==> config.mk <==
export PLATFORM = sky130hd
export DESIGN_NAME = serial_sub_ctrl
export DESIGN_NICKNAME = d
export VERILOG_FILES = /design/src/rtl/serial_sub_ctrl.sv
export SDC_FILE = /design/constraint.sdc
export NUM_CORES = 1
export LEC_CHECK = 0
export BUFFER_PORTS_ARGS = -buffer_cell sky130_fd_sc_hd__buf_2
export CORE_MARGIN = 4
export CORE_UTILIZATION = 35
export CTS_BUF_LIST = sky130_fd_sc_hd__clkbuf_16
export CTS_CLUSTER_DIAMETER = 100
export CTS_CLUSTER_SIZE = 40
export DETAILED_ROUTE_END_ITERATION = 16
export HOLD_SLACK_MARGIN = 0.12
export PLACE_DENSITY = 0.51
export REMOVE_ABC_BUFFERS = 1
export SYNTH_ARGS = -nofsm -noshare
export SYNTH_HDL_FRONTEND = slang
export SYNTH_SLANG_ARGS = --single-unit
==> constraint.sdc <==
create_clock -name i_clk -period 1.7 [get_ports i_clk]
set_input_delay 0.34 -clock i_clk [delete_from_list [all_inputs] [get_ports i_clk]]
set_output_delay 0.34 -clock i_clk [all_outputs]
set_load 0.005 [all_outputs]
==> src/rtl/serial_sub_ctrl.sv <==
// Bit-serial unsigned subtractor: one result bit per RUN cycle, LSB first,
// with a registered difference and final borrow presented on the RUN->DONE edge.
module serial_sub_ctrl #(
  parameter int WIDTH = 8
) (
  input  logic             i_clk,
  input  logic             i_rst_n,
  input  logic             i_start,
  input  logic [WIDTH-1:0] i_a,
  input  logic [WIDTH-1:0] i_b,
  output logic             o_busy,
  output logic             o_done,
  output logic [WIDTH-1:0] o_diff,
  output logic             o_borrow_out
);

  localparam int            CW   = $clog2(WIDTH);
  localparam logic [CW-1:0] LAST = CW'(WIDTH - 1);

  typedef enum logic [1:0] {
    IDLE = 2'd0,
    RUN  = 2'd1,
    DONE = 2'd2
  } state_t;

  state_t           r_state;
  logic [WIDTH-1:0] r_a;
  logic [WIDTH-1:0] r_b;
  logic [WIDTH-1:0] r_res;
  logic [CW-1:0]    r_cnt;
  logic             r_bin;
  logic [WIDTH-1:0] r_diff;
  logic             r_borrow;

  logic w_d1;
  logic w_b1;
  logic w_di;
  logic w_b2;
  logic w_bout;

  // Two cascaded half-subtractors on the current LSBs
  assign w_d1   = r_a[0] ^ r_b[0];
  assign w_b1   = ~r_a[0] & r_b[0];
  assign w_di   = w_d1 ^ r_bin;
  assign w_b2   = ~w_d1 & r_bin;
  assign w_bout = w_b1 | w_b2;

  always_ff @(posedge i_clk or negedge i_rst_n) begin
    if (!i_rst_n) begin
      r_state  <= IDLE;
      r_a      <= '0;
      r_b      <= '0;
      r_res    <= '0;
      r_cnt    <= '0;
      r_bin    <= 1'b0;
      r_diff   <= '0;
      r_borrow <= 1'b0;
    end else begin
      case (r_state)
        IDLE: begin
          if (i_start) begin
            r_a     <= i_a;
            r_b     <= i_b;
            r_cnt   <= '0;
            r_bin   <= 1'b0;
            r_state <= RUN;
          end
        end
        RUN: begin
          r_a   <= {1'b0, r_a[WIDTH-1:1]};
          r_b   <= {1'b0, r_b[WIDTH-1:1]};
          r_res <= {w_di, r_res[WIDTH-1:1]};
          r_bin <= w_bout;
          if (r_cnt == LAST) begin
            // Hold the counter at its last value so it never wraps
            r_diff   <= {w_di, r_res[WIDTH-1:1]};
            r_borrow <= w_bout;
            r_state  <= DONE;
          end else begin
            r_cnt <= r_cnt + 1'b1;
          end
        end
        DONE: begin
          r_state <= IDLE;
        end
        default: begin
          r_state <= IDLE;
        end
      endcase
    end
  end

  assign o_busy       = (r_state != IDLE);
  assign o_done       = (r_state == DONE);
  assign o_diff       = r_diff;
  assign o_borrow_out = r_borrow;

endmodule

==> flow_metrics.env <==
export IMPL_drc=0
export IMPL_grt_pass1_wl_mm=5.95
export IMPL_die_x_um=79.7
export IMPL_gp_congestion=0.668
export IMPL_setup_viol=0
export IMPL_start_kind="register"
export IMPL_synth_cells=143
export IMPL_crit_slowest_cell="dfrtp_1"
export IMPL_cp_top_family="flip-flops"
export IMPL_cp_cell_sequence="buf_12 > or2_2 > buf_2"
export IMPL_grt_antenna_before_repair=0
export IMPL_dp_hpwl_mm=2.36
export IMPL_path_max_fanout=36
export IMPL_slew_headroom=0.664
export IMPL_fin_skew_ps=4.82
export IMPL_core_area_mm2=0.00485
export IMPL_numCtsBuffers=5
export IMPL_grt_total_usage=0.123
export IMPL_r2r_start="r_cnt[0]$_DFFE_PN0P_"
export IMPL_nNetsFinal=196
export IMPL_clkTransAtPathRegs_ps=60
export IMPL_start_util=0.371
export IMPL_syn_area_mm2=0.00180
export IMPL_crit_buf_inv=2
export IMPL_wl_per_cell_um=14.3
export IMPL_fmax_ghz=0.617
export IMPL_finalHoldViolations=0
export IMPL_tritoncts="built"
export IMPL_tightest_slew_ps=503
export IMPL_ys_ff_latch=38
export IMPL_synth_area_top_cells="dfrtp_1 (53%), mux2_2 (9.4%), o221a_2 (5.0%), or4b_1 (4.5%), nor3b_1 (3.3%)"
export IMPL_routed_wl_mm=3.45
export IMPL_drt_vias_per_instance=5.18
export IMPL_critPathLaunch="r_state[0]$_DFFE_PN0P_"
export IMPL_synthDistinctLibCells=28
export IMPL_area_growth_pct=23.3
export IMPL_vias=1254
export IMPL_r2r_end="r_cnt[1]$_DFFE_PN0P_"
export IMPL_antenna_cells=0
export IMPL_power_leakage_nw=1.03
export IMPL_drive_gt1_frac=0.417
export IMPL_fillers=456
export IMPL_status="finished clean"
export IMPL_cts_root_buf="clkbuf_16"
export IMPL_worstPathArrival_ps=1280
export IMPL_gr_total_overflow=0
export IMPL_cts_hold_buf=0
export IMPL_pwr_density_cell_mw_per_mm2=1810
export IMPL_grt_pass1_vias=1273
export IMPL_clock_sinks=38
export IMPL_synth_area_leader_cell="dfrtp_1"
export IMPL_num_rows=25
export IMPL_fin_crit_sh=0.953
export IMPL_die_area_mm2=0.00634
export IMPL_die_h_um=79.7
export IMPL_power_total_w=0.00401
export IMPL_crit_path_end_kind="output pin"
export IMPL_ant_nets=0
export IMPL_ios=30
export IMPL_grt_max_degree=39
export IMPL_hp_class="input port to async pin"
export IMPL_critical_path_class="register to output pin"
export IMPL_htreeDepth=2
export IMPL_rrSetupSlack_ps=170
export IMPL_rsz0062_at_grt="false"
export IMPL_crit_path_max_incr_delay_ps=420
export IMPL_first_iter_violations=22
export IMPL_fin_crit_ps=1620
export IMPL_dr_pass1_iters=4
export IMPL_syn_area_per_cell_um2=12.6
export IMPL_clock_latency_ps=280
export IMPL_clockBufferDepth=2
export IMPL_yosysWarningCount=0
export IMPL_vdd_drop_max_mv=0.596
export IMPL_yosysSeqAreaShare=0.529
export IMPL_port_buffers=29
export IMPL_worstPathRequired_ps=1360
export IMPL_finalMaxSlewViolations=0
export IMPL_rr_worst_depth=5
export IMPL_timing_setup_tns_ps=0
export IMPL_yosysTopAreaCellShare=0.529
export IMPL_max_cap_violations=0
[through the flow]
step | setup WS (ps) | instance area [um^2] | instances | hold slack (ps) | util
3_5_place_dp | 40.9 | 2030 | 233 | 421 | 0.419
6_report | 80.2 | 2220 | 242 | 112 | 0.457
2_1_floorplan | 8.08 | 1720 | 130 | 44.4 | -
5_1_grt | 23.1 | 2220 | 242 | 161 | 0.457
3_3_place_gp | 77.9 | 2030 | 233 | 414 | 0.419
4_1_cts | 25.7 | 2200 | 241 | 124 | 0.453
[area by class of cell]
| cell class | count | area (um^2) | area share |
|---|---|---|---|
| sequential | 38 | 951 | 0.429 |
| timing repair buffer | 37 | 243 | 0.110 |
| tap | 67 | 83.8 | 0.0378 |
| inverter | 13 | 48.8 | 0.0220 |
| multi-input combinational | 79 | 724 | 0.327 |
| clock inverter | 3 | 40.0 | 0.0181 |
| clock buffer | 5 | 125 | 0.0565 |
[per-layer routing]
metal,share of wire,vias to the layer above,routed length (um),GRT usage
li1,-,589,-,-
met1,0.44,638,1510,0.143
met2,0.50,25,1730,0.201
met3,0.053,2,182,0.0463
met4,0.0084,0,29,0.0533
met5,0,-,0,0
[cells in the final DEF (no fill, tap or decap), types with 2 or more instances in the layout]
cell / netlist / routed
a211oi_1: 6 / 6
or2_2: 2 / 2
buf_4: 0 / 5
nand2_1: 2 / 2
o221ai_1: 3 / 3
and4bb_2: 2 / 2
a211o_1: 2 / 2
nor3b_1: 8 / 8
nor4b_1: 6 / 6
dfrtp_1: 38 / 38
nand3_1: 3 / 3
buf_12: 0 / 3
buf_2: 7 / 29
or4b_1: 8 / 8
mux2_2: 15 / 15
ha_1: 2 / 2
o221a_2: 8 / 8
clkinv_2: 0 / 2
clkbuf_16: 0 / 5
nand2b_1: 3 / 3
inv_1: 13 / 13
[cells in the mapped netlist, drive strengths merged]
library cell	n
or2	2
o221a	8
clkbuf	4
nand2b	3
fa	1
a211oi	6
a21oi	1
o22ai	1
nand2	2
o21ba	1
and4bb	2
nand3b	1
a211o	2
or4b	8
o21bai	1
mux2	15
nor2b	1
mux2i	1
inv	13
o221ai	3
ha	2
nor4b	6
dfrtp	38
or2b	1
nor3b	8
buf	9
nand3	3
[logic make-up (layout without fill, tap and decap cells)]
kind of cell | Yosys count | count (layout) | synth area share
DFF | 38 | 38 | 0.529
and+or+nand+nor | 37 | 37 | 0.163
buffers and inverters | 26 | 58 | 0.0675
AOI/OAI and AO/OA | 23 | 23 | 0.116
muxes | 16 | 16 | 0.0996
adders and majority gates | 3 | 3 | 0.0251
[state kept, by name (all words and copies together) (netlist names)]
signal / cells
o_diff: 8
r_a: 8
r_b: 8
r_res: 7
r_cnt: 3
r_state: 2
o_borrow_out: 1
r_bin: 1
[report_power, final]
part           internal (W)  switching, W  total [W]
logic              0.000797      0.000601    0.00140
clock network      0.000686      0.000345    0.00103
registers           0.00133      0.000249    0.00158
total               0.00282       0.00119    0.00401
[worst max path at each step]
stage                            end  cells after the start
6_report                      o_busy                      3
5_1_grt                       o_busy                      3
4_1_cts        o_diff[7]$_DFFE_PN0P_                      4
3_5_place_dp   o_diff[7]$_DFFE_PN0P_                      4
3_3_place_gp   o_diff[1]$_DFFE_PN0P_                      4
2_1_floorplan  o_diff[0]$_DFFE_PN0P_                      2
[what timing repair did]
| action | in CTS | in global routing |
|---|---|---|
| hold endpoints to repair | 0 | 0 |
| setup buffers | 0 | 1 |
| endpoints found under the setup margin | 0 | 8 |
| resized for setup | 0 | 0 |
(Power assumes the default switching activity.)
